**config.mk**
```make
export PLATFORM = sky130hd
export DESIGN_NAME = cuenta_digitos
export DESIGN_NICKNAME = d
export VERILOG_FILES = /design/src/rtl/cuenta_digitos.sv
export SDC_FILE = /design/constraint.sdc
export NUM_CORES = 1
export LEC_CHECK = 0
export CAP_MARGIN = 20
export CORE_ASPECT_RATIO = 1.5
export CORE_MARGIN = 2
export CORE_UTILIZATION = 30
export DETAILED_ROUTE_END_ITERATION = 8
export PLACE_DENSITY_LB_ADDON = 0.08
export SETUP_SLACK_MARGIN = 0.4
export SLEW_MARGIN = 20
export SYNTH_ARGS = -nofsm -noshare
export SYNTH_HDL_FRONTEND = slang
export SYNTH_SLANG_ARGS = --single-unit
```
**constraint.sdc**
```tcl
create_clock -name clk -period 27.6 [get_ports clk]
set_input_delay 5.52 -clock clk [delete_from_list [all_inputs] [get_ports clk]]
set_output_delay 5.52 -clock clk [all_outputs]
set_load 0.01 [all_outputs]
```
**src/rtl/cuenta_digitos.sv**
```systemverilog
// ============================================================================
// cuenta_digitos: multi-cycle digit counter (and optional digit summer) for
// an unsigned operand in radix BASE. Optional macro: SUMA_DIGITOS_EN.
// Revision: 1.0
// ============================================================================
`default_nettype none

module cuenta_digitos #(
    parameter int WIDTH = 32,
    parameter int BASE  = 10
) (
    input  logic             clk,
    input  logic             rst,
    input  logic             start,
    input  logic [WIDTH-1:0] numero,
    output logic             busy,
    output logic             done,
    output logic [WIDTH-1:0] retorno
`ifdef SUMA_DIGITOS_EN
    ,
    output logic [WIDTH-1:0] suma
`endif
);

    localparam logic [WIDTH-1:0] BASE_W = WIDTH'(BASE);
    localparam logic [WIDTH-1:0] ONE_W  = WIDTH'(1);

    typedef enum logic [1:0] {
        IDLE   = 2'd0,
        CICLO  = 2'd1,
        DIVIDO = 2'd2,
        FIN    = 2'd3
    } state_t;

    state_t           state, state_n;
    logic [WIDTH-1:0] work, work_n;
    logic [WIDTH-1:0] count, count_n;
    logic [WIDTH-1:0] retorno_n;
`ifdef SUMA_DIGITOS_EN
    logic [WIDTH-1:0] sum, sum_n;
    logic [WIDTH-1:0] suma_n;
`endif

    always_ff @(posedge clk or negedge rst) begin
        if (!rst) begin
            state   <= IDLE;
            work    <= '0;
            count   <= '0;
            retorno <= '0;
`ifdef SUMA_DIGITOS_EN
            sum     <= '0;
            suma    <= '0;
`endif
        end else begin
            state   <= state_n;
            work    <= work_n;
            count   <= count_n;
            retorno <= retorno_n;
`ifdef SUMA_DIGITOS_EN
            sum     <= sum_n;
            suma    <= suma_n;
`endif
        end
    end

    always_comb begin
        state_n   = state;
        work_n    = work;
        count_n   = count;
        retorno_n = retorno;
`ifdef SUMA_DIGITOS_EN
        sum_n     = sum;
        suma_n    = suma;
`endif
        case (state)
            IDLE: begin
                if (start) begin
                    work_n  = numero;
                    count_n = '0;
`ifdef SUMA_DIGITOS_EN
                    sum_n   = '0;
`endif
                    state_n = CICLO;
                end
            end
            CICLO: begin
                if (work == '0) begin
                    // Operand 0 still has one digit.
                    retorno_n = (count == '0) ? ONE_W : count;
`ifdef SUMA_DIGITOS_EN
                    suma_n    = sum;
`endif
                    state_n   = FIN;
                end else begin
                    state_n = DIVIDO;
                end
            end
            DIVIDO: begin
                work_n  = work / BASE_W;
                count_n = count + ONE_W;
`ifdef SUMA_DIGITOS_EN
                sum_n   = sum + (work % BASE_W);
`endif
                state_n = CICLO;
            end
            FIN: begin
                state_n = IDLE;
            end
            default: begin
                state_n = IDLE;
            end
        endcase
    end

    assign busy = (state != IDLE);
    assign done = (state == FIN);

endmodule

`default_nettype wire

```
==> Word-level counts from Yosys, hierarchy flattened <==
Cells that the tools add are included.
{ "word_totals": {"regBits": 98, "latchBits": 0, "mem_bits_rw": 0, "rom_bits": 0, "inputBits": 35, "out_inout_bits": 34, "elab_cells": 25, "memories": 0} }
{ "op_classes": {"add_sub_neg": 1, "n_mul": 0, "n_div": 1, "n_lt_le_gt_ge": 0, "eq_ne": 4, "n_shift": 0, "mux": 8, "n_bitwise": 0, "reduce_logical": 7} }
{ "ops": {"columns": ["cell", "n"], "rows": [
  ["one-hot mux 32 bit (2 select lines)", 2],
  ["two-way mux 32 bit", 3],
  ["logical NOT 32 bit", 2],
  ["adder 32 x 1 -> 32 bit (second input constant)", 1],
  ["divider 32 x 4 -> 32 bit (second input constant)", 1],
  ["one-hot mux 2 bit (4 select lines)", 1],
  ["equality test 2 bit (second input constant)", 2],
  ["AND reduction 2 bit", 2],
  ["nonzero test 2 bit", 2],
  ["equality test 2 x 1 -> 1 bit (second input constant)", 1],
  ["logical NOT 2 bit", 1],
  ["two-way mux 2 bit", 1],
  ["inequality test 2 bit (second input constant)", 1],
  ["two-way mux 1 bit", 1]
]} }

==> Depth between registers and ports, before layout <==
Gate-level depths: netlist (run 1).
{ "depth": {"depth_word": 3, "depth_mapped": 49, "ltp_nobuf": 36} }

==> Worst setup path before layout (run 1) <==
No wires, ideal clock.
{ "synth_timing": {"path_kind": "reg-to-reg", "startpoint": "register work[30]", "endpoint": "register work[0]", "setup_time_ns": 0.124, "arrival_ns": 10.178, "t_required_ns": 27.476, "slack_ns": 17.298, "path_stages_with_launch": 41, "n_path_buf": 5, "synth_period_minus_slack_ns": 10.302, "cell_sequence": "dfrtp_1 -> buf_4 -> buf_4 -> and3b_1 -> o22ai_1 -> nand3_2 -> or4_1 -> a211oi_2 -> or3_1 -> mux2i_1 -> nor3_2 -> a2111oi_0 -> a211o_2 -> nor3_2 -> o32ai_2 -> mux2_2 -> a32o_2 -> nor3_1 -> [5 not listed] -> buf_2 -> or4_1 -> o41ai_2 -> a21oi_4 -> a311o_1 -> o21ai_4 -> nand3_2 -> or4_4 -> a311o_1 -> or2_1 -> a31o_2 -> a311oi_4 -> nor2_2 -> buf_6 -> mux2i_1 -> a311oi_2 -> a211oi_1 -> o31a_1"} }
{ "synth_between": {"elab_chain_cells": 2} }
{ "synth_lines": {"columns": ["element", "line", "rtl"], "rows": [
  ["from (decl)", "36", "logic [WIDTH-1:0] work, work_n;"],
  ["from (signal assigned)", "56", "work <= work_n;"],
  ["divider 32 x 4 -> 32 bit", "99", "work_n = work / BASE_W;"],
  ["one-hot mux 32 bit (2 select lines)", "75", "case (state)"]
]} }
Every way passes these cells.
A chain may end at the register's enable or synchronous reset.

==> Worst setup path after layout (run 1) <==
{ "layout_timing": {"startpoint": "register work[26]", "endpoint": "register work[0]"} }
Same word-level chain as after synthesis.

==> flow_summary.json, run 1 <==
{
  "vias": 10565,
  "reg2reg_slack_ps": 14410,
  "htreeDepth": 3,
  "clkLatencyLatePin_ps": 360,
  "synth_top_area_frac": 0.243,
  "status": "finished, final reports clean",
  "slowest_stage": "dfrtp_1",
  "period_minus_slack_ps": 13190,
  "async_flop_share": 1.00,
  "cts_tree": "yes",
  "nNetsFinal": 1302,
  "slew_viol_final": 0,
  "r2r_cells": 36,
  "drtIter0Drc": 620,
  "synth_cell_types": 117,
  "crit_start": "work[26]",
  "fmax_mhz": 75.8,
  "n_fill_cell": 3512,
  "rows": 82,
  "grt_pass1_vias": 10154,
  "fin_crit_sh": 0.478,
  "grt.total_usage": 0.201,
  "slowest_delay_ps": 780,
  "mappedNetlistArea_um2": 10100,
  "path_buf_inv": 0,
  "synthToLayoutAreaGrowth_pct": 10.8,
  "r2r-start": "work[26]",
  "drt_first_pass_iters": 5,
  "synth.net_count": 1328,
  "core_area_um2": 33300,
  "hpwl_um": 26100,
  "cts_hold_buf": 0,
  "max_cap_viol_count": 0,
  "worst_pin_slew_ps": 932,
  "gp_congestion": 0.840,
  "skew_ps": 10.5,
  "wl_met1_um": 15100,
  "crit_type": "reg2reg",
  "ys_ff_latch": 98,
  "synth_common_cells": "nand2_1, nor2_1, o21ai_0, dfrtp_1, clkbuf_1",
  "postCtsResizedCells": 0,
  "rr_endpoint": "work[0]",
  "initial_core_util": 0.303,
  "drc": 0,
  "routedWlPerCell_um": 21.6,
  "finalSetupViolCount": 0,
  "hold_viol": 0,
  "clkTransAtPathRegs_ps": 80,
  "relSlewSlack": 0.377,
  "die_h_um": 229,
  "drive_gt1_frac": 0.105,
  "ys_seq_area_frac": 0.243,
  "fin_tns_setup_ps": 0,
  "cp_num_cells": 36,
  "wl_met3_um": 1490,
  "worstPathMaxFanout": 24,
  "top_layer": "met4",
  "antenna_found_initial": 0,
  "yosysMostFrequentCell": "nand2_1",
  "avgViaCountPerCell": 6.25,
  "ios": 69,
  "clock-sinks": 98,
  "grt_setup_unrepaired": "no",
  "hp-class": "reg2reg",
  "clockBufferDepth": 2,
  "setup.worst_path.end": "work[0]",
  "grt_overflow_total": 0,
  "met2_wirelength_um": 18700,
  "synth_edf_count": 0,
  "routed_wl_um": 36500,
  "avgSynthCellArea_um2": 7.82,
  "portBuffers": 68,
  "synth_top_cell_by_area": "dfrtp_1",
  "synth_area_leaders": "dfrtp_1, o21ai_0, mux2_2",
  "cts_buffers": 9,
  "grt_pass1_wl_um": 57000,
  "synth_cells": 1291,
  "post_cts_buffers": 0,
  "grt_max_degree": 58,
  "dieArea_um2": 35200,
  "startpoint_type": "register",
  "ys.flop_type": "dfrtp_1",
  "root_buffer": "clkbuf_16",
  "worstPathRequired_ps": 27850,
  "drtAntennaViolNets": 0,
  "path_delay_family": "compound AO/OA/AOI/OAI gates",
  "end_kind": "register",
  "die_w_um": 154,
  "arrival_ps": 13440,
  "diodes": 0,
  "yosys_warnings": 0
}
state kept, by name, indices dropped and copies added, names as in the netlist:
register  cells
count        32
retorno      32
work         32
state         2
cells by family (layout without fill, tap and decap cells):
group / after synthesis / after routing / synth area share
muxes: 52 / 52 / 0.0563
and+or+nand+nor: 489 / 489 / 0.258
DFF: 98 / 98 / 0.243
buffers and inverters: 150 / 129 / 0.0663
AOI/OAI and AO/OA: 479 / 479 / 0.355
xor gates and xnor gates: 20 / 20 / 0.0181
adders and majority gates: 3 / 3 / 0.00347
worst min path at each step:
| stage | start | to | cells after the start |
|---|---|---|---|
| floorplan | state[1] | state[1] | 1 |
| global placement | retorno[8] | retorno[8] | 1 |
| detailed placement | retorno[27] | retorno[27] | 1 |
| CTS | retorno[8] | retorno[8] | 1 |
| global route | retorno[31] | retorno[31] | 1 |
| finish | retorno[8] | retorno[8] | 1 |
cell type report:
cell class / count / area [um2] / area share
timing repair buffer: 79 / 761 / 0.0680
inverter: 34 / 128 / 0.0114
sequential: 98 / 2450 / 0.219
tap: 420 / 526 / 0.0470
clock inverter: 6 / 96.3 / 0.00861
clock buffer: 10 / 239 / 0.0214
multi-input combinational: 1043 / 6990 / 0.625
worst reg2reg max path: cells and delay by family, from the launching register on:
family,cells,cell delay (ps)
flops,1,780
compound gates,24,7520
simple gates,11,4360
mux,1,430
layout by cell type (no fill, tap or decap), drive strengths merged, types with 8 or more instances in the layout:
master / count
a2111oi: 8
a211o: 12
a211oi: 23
a21oi: 67
a311oi: 10
a31oi: 32
a32oi: 11
a41oi: 10
and2: 17
and3: 16
and4: 8
buf: 12
clkbuf: 10
clkdlybuf4s50: 67
clkinv: 9
dfrtp: 98
inv: 28
mux2: 38
mux2i: 14
nand2: 107
nand2b: 15
nand3: 53
nand4: 17
nor2: 107
nor2b: 9
nor3: 47
nor3b: 12
nor4: 29
o211a: 8
o211ai: 25
o21ai: 109
o221ai: 11
o22ai: 23
o311ai: 8
o31ai: 21
or3: 10
or4: 12
xnor2: 17
layer usage:
metal	global-route usage	up-vias
li1	-	4980
met1	0.241	5144
met2	0.365	366
met3	0.0207	75
met4	0.0786	0
met5	0	-
per-stage QoR:
| stage | util | hold slack (ps) | cell area, um2 | setup WS, ps | instances |
|---|---|---|---|---|---|
| finish | 0.336 | 508 | 11200 | 14410 | 1690 |
| global route | 0.336 | 529 | 11200 | 13520 | 1690 |
| CTS | 0.336 | 512 | 11200 | 14550 | 1690 |
| detailed placement | 0.326 | 495 | 10900 | 14620 | 1674 |
| global placement | 0.326 | 490 | 10900 | 14660 | 1674 |
| floorplan | - | 459 | 10100 | 17300 | 1291 |
Power of run 1 is not shown: default switching activity piles up to over one toggle a cycle in this logic, so the estimate is an artifact.
==> run 2, diff against run 1 <==
==> constraint.sdc (replaced) <==
create_clock -name clk -period 11.8 [get_ports clk]
set_input_delay 2.36 -clock clk [delete_from_list [all_inputs] [get_ports clk]]
set_output_delay 2.36 -clock clk [all_outputs]
set_load 0.01 [all_outputs]
==> run 2 against run 1 <==
Via count increased by 5.8%. Register-to-register slack worse by 14000 ps. Flip-flop and latch count stayed put. Clock skew up 1.0 ps. Final area increased by 17%. Hold slack improved by 0.52 ps. First-iteration DRC count shrank 16%. Critical path type unchanged. Critical endpoint unchanged. Largest cell class unchanged. Highest routed layer unchanged.
==> flow_summary.json, run 2 (synthesis results as in run 1) <==
{
  "status": "finished, final reports clean",
  "dieArea_um2": 35200,
  "hold_viol": 0,
  "grt_pass1_vias": 10898,
  "relSlewSlack": 0.357,
  "worstPathMaxFanout": 9,
  "most-common-layout-cells": "buf_4, nand2_1, nor2_1",
  "finalSetupViolCount": 0,
  "max_cap_viol_count": 0,
  "clock-sinks": 98,
  "path_common_cell": "buf_4",
  "hp-class": "reg2reg",
  "grt_max_degree": 72,
  "worstPathRequired_ps": 12050,
  "hpwl_um": 27400,
  "gp_congestion": 0.878,
  "fin_tns_setup_ps": 0,
  "avgViaCountPerCell": 6.01,
  "grt.total_usage": 0.210,
  "initial_core_util": 0.303,
  "cts_buffers": 9,
  "startpoint_type": "register",
  "path_buf_inv": 6,
  "worst_pin_slew_ps": 964,
  "antenna_found_initial": 0,
  "grt_overflow_total": 0,
  "clockBufferDepth": 2,
  "mostFrequentLayoutCell": "buf_4",
  "slew_viol_final": 0,
  "cts_tree": "yes",
  "clkLatencyLatePin_ps": 360,
  "slowest_delay_ps": 570,
  "drive_gt1_frac": 0.259,
  "grt_setup_unrepaired": "no",
  "grt_pass1_wl_um": 60200,
  "n_fill_cell": 3427,
  "synthToLayoutAreaGrowth_pct": 29.7,
  "drtIter0Drc": 520,
  "slowest_stage": "or4_4",
  "arrival_ps": 11270,
  "root_buffer": "clkbuf_16",
  "period_minus_slack_ps": 11020,
  "fmax_mhz": 90.7,
  "clkTransAtPathRegs_ps": 70,
  "ios": 69,
  "cts_hold_buf": 0,
  "crit_type": "reg2reg",
  "fin_crit_sh": 0.934,
  "core_area_um2": 33300,
  "path_delay_family": "compound AO/OA/AOI/OAI gates",
  "rows": 82,
  "skew_ps": 11.6,
  "die_w_um": 154,
  "drt_first_pass_iters": 5,
  "end_kind": "register",
  "htreeDepth": 3,
  "vias": 11174,
  "drtAntennaViolNets": 0,
  "routed_wl_um": 38400,
  "die_h_um": 229,
  "reg.largest.list": "count (32), retorno (32), work (32)",
  "diodes": 0,
  "nNetsFinal": 1470,
  "drc": 0,
  "routedWlPerCell_um": 20.6,
  "portBuffers": 68
}
[run 2: cell types whose count changed in the layout (fill, tap and decap cells not counted), moves of 6 or more]
cell,delta
buf_4,+156
o21ai_0,-7
o21ai_1,+6
o31ai_1,-10
o31ai_2,+10
[run 2: final timing paths]
path | slack (ps) | cells after the start | to | startpoint
hold / removal | 510 | 1 | retorno[30] | retorno[30]
max in group asynchronous | 8490 | 2 | work[31] | rst
min in group asynchronous | 1910 | 1 | retorno[14] | rst
setup reg to reg | 780 | 42 | work[0] | work[28]
setup / recovery | 780 | 42 | work[0] | work[28]
hold reg to reg | 510 | 1 | retorno[30] | retorno[30]
[run 2: what timing repair did]
item                       in CTS  in global routing
pin swaps                       0                 37
gates cloned                    0                  0
buffers inserted                0                 23
setup endpoints to repair       2                  4
gates resized for setup         5                118
[run 2: per-stage QoR]
stage	utilization	cell area, um2	setup slack [ps]	instances	hold WS (ps)
6_report	0.393	13100	775	1858	508
5_1_grt	0.393	13100	348	1858	524
4_1_cts	0.369	12300	404	1835	516
3_5_place_dp	0.359	12000	253	1819	495
3_3_place_gp	0.359	12000	316	1819	492
2_1_floorplan	-	10100	1500	1291	459
[run 2: layout make-up]
type | instances | area (um2) | share of cell area
Clock buffer | 11 | 243 | 0.0185
Inverter | 34 | 128 | 0.00975
Sequential cell | 98 | 2460 | 0.188
Timing Repair Buffer | 247 | 2100 | 0.160
Tap cell | 420 | 526 | 0.0401
Clock inverter | 5 | 82.6 | 0.00631
Multi-Input combinational cell | 1043 | 7560 | 0.577
[run 2: per-layer routing]
metal,share of wire,global-route usage,routed length (um),vias up
met5,0,0,0,-
met4,0.035,0.0789,1350,0
met3,0.038,0.0197,1460,77
met2,0.52,0.379,19800,297
met1,0.41,0.258,15700,5483
li1,-,-,-,5317
Power of run 2 is left out for the same reason.
==> run 3, diff against run 2 <==
--- a/config.mk
+++ b/config.mk
@@ -10,7 +10,6 @@
 export CORE_MARGIN = 2
 export CORE_UTILIZATION = 30
 export DETAILED_ROUTE_END_ITERATION = 8
-export PLACE_DENSITY_LB_ADDON = 0.08
 export SETUP_SLACK_MARGIN = 0.4
 export SLEW_MARGIN = 20
 export SYNTH_ARGS = -nofsm -noshare
==> run 3 against run 2 <==
First-iteration DRC count is 32% higher. Final area is 3.7% lower. Maximum frequency is 0.90% lower. Setup slack worse by 100 ps. Register-to-register slack worse by 100 ps. Non-clock buffer count is 70 lower. Flip-flop and latch count stayed put. Global-route usage is 2.4 points lower. Core utilization is 1.5 points lower.
==> flow_summary.json, run 3 (synthesis results as in run 1) <==
{
  "ios": 69,
  "drtIter0Drc": 685,
  "worstPathRequired_ps": 12060,
  "grt_overflow_total": 0,
  "root_buffer": "clkbuf_16",
  "reg.largest.list": "count (32), retorno (32), work (32)",
  "mostFrequentLayoutCell": "nand2_1",
  "cts_tree": "yes",
  "avgViaCountPerCell": 6.23,
  "worst_pin_slew_ps": 956,
  "fin_crit_sh": 0.943,
  "dieArea_um2": 35200,
  "reg2reg_slack_ps": 680,
  "period_minus_slack_ps": 11120,
  "grt_pass1_wl_um": 54600,
  "rows": 82,
  "startpoint_type": "register",
  "finalSetupViolCount": 0,
  "slowest_stage": "or4_4",
  "clkTransAtPathRegs_ps": 80,
  "end_kind": "register",
  "skew_ps": 10.0,
  "final_util": 0.378,
  "crit_type": "reg2reg",
  "clockBufferDepth": 2,
  "most-common-layout-cells": "nand2_1, buf_4, nor2_1",
  "synthToLayoutAreaGrowth_pct": 24.9,
  "grt_pass1_vias": 10378,
  "r2r-start": "work[26]",
  "rr_endpoint": "work[0]",
  "fin_tns_setup_ps": 0,
  "htreeDepth": 3,
  "fmax_mhz": 89.9,
  "clkLatencyLatePin_ps": 370,
  "portBuffers": 68,
  "hpwl_um": 24500,
  "die_w_um": 154,
  "relSlewSlack": 0.362,
  "clock-sinks": 98,
  "routed_wl_um": 35300,
  "drt_first_pass_iters": 5,
  "r2r_cells": 41,
  "drive_gt1_frac": 0.229,
  "cts_hold_buf": 0,
  "drc": 0,
  "antenna_found_initial": 1,
  "hold_viol": 0,
  "drtAntennaViolNets": 0,
  "routedWlPerCell_um": 19.7,
  "slowest_delay_ps": 580,
  "gp_congestion": 0.910,
  "nNetsFinal": 1401,
  "path_common_cell": "buf_4",
  "grt.total_usage": 0.187,
  "slew_viol_final": 0,
  "worstPathMaxFanout": 13,
  "n_fill_cell": 3411,
  "status": "finished, final reports clean",
  "grt_setup_unrepaired": "no",
  "max_cap_viol_count": 0,
  "die_h_um": 229,
  "arrival_ps": 11380,
  "min_from": "retorno[22]",
  "hold_end": "retorno[22]",
  "min_path_cells": 1,
  "vias": 11143,
  "core_area_um2": 33300,
  "hp-class": "reg2reg",
  "grt_max_degree": 73,
  "initial_core_util": 0.303,
  "cts_buffers": 9
}
## run 3: timing repair
item                                    CTS  global route
hold endpoints to repair                  0             0
cloned                                    0             1
buffers inserted                          0            39
pin swaps                                 0            41
gates resized for setup                  12           119
endpoints found under the setup margin    3             4
## run 3: critical path, delay by kind of cell, from the launching register on
| kind | cells | cell delay, ps |
|---|---|---|
| buffers and inverters | 6 | 1000 |
| multiplexers | 1 | 370 |
| AND/OR/NAND/NOR | 17 | 4410 |
| flip-flops | 1 | 450 |
| AO/OA/AOI/OAI | 17 | 4780 |
## run 3: cell type report
class	count	area, um2	area share
Clock inverter	7	76.3	0.00605
Timing Repair Buffer	177	1550	0.123
Clock buffer	9	225	0.0179
Sequential cell	98	2460	0.195
Antenna cell	1	2.50	0.000198
Inverter	34	128	0.0101
Multi-Input combinational cell	1044	7640	0.606
Tap cell	420	526	0.0417
## run 3: how the worst max path moves through the flow
stage | from | end
floorplan | work[30] | work[0]
global placement | work[29] | work[0]
detailed placement | work[29] | work[0]
CTS | work[29] | work[0]
global route | work[31] | work[0]
finish | work[26] | work[0]
## run 3: per-stage QoR
| step | setup WS (ps) | cell area, um2 | instances | hold WS [ps] |
|---|---|---|---|---|
| after floorplan | 1500 | 10100 | 1291 | 459 |
| after global placement | 283 | 11300 | 1732 | 494 |
| after detailed placement | 243 | 11300 | 1732 | 495 |
| after CTS | 415 | 11600 | 1748 | 519 |
| after global routing | 278 | 12600 | 1789 | 534 |
| final | 675 | 12600 | 1790 | 512 |
## run 3: layer usage
metal | track usage | up-vias | part of all wire
met5 | 0 | - | 0
met4 | 0.0803 | 0 | 0.042
met3 | 0.0224 | 119 | 0.049
met2 | 0.330 | 458 | 0.50
met1 | 0.227 | 5393 | 0.41
li1 | - | 5173 | -
Power of run 3 is left out for the same reason.
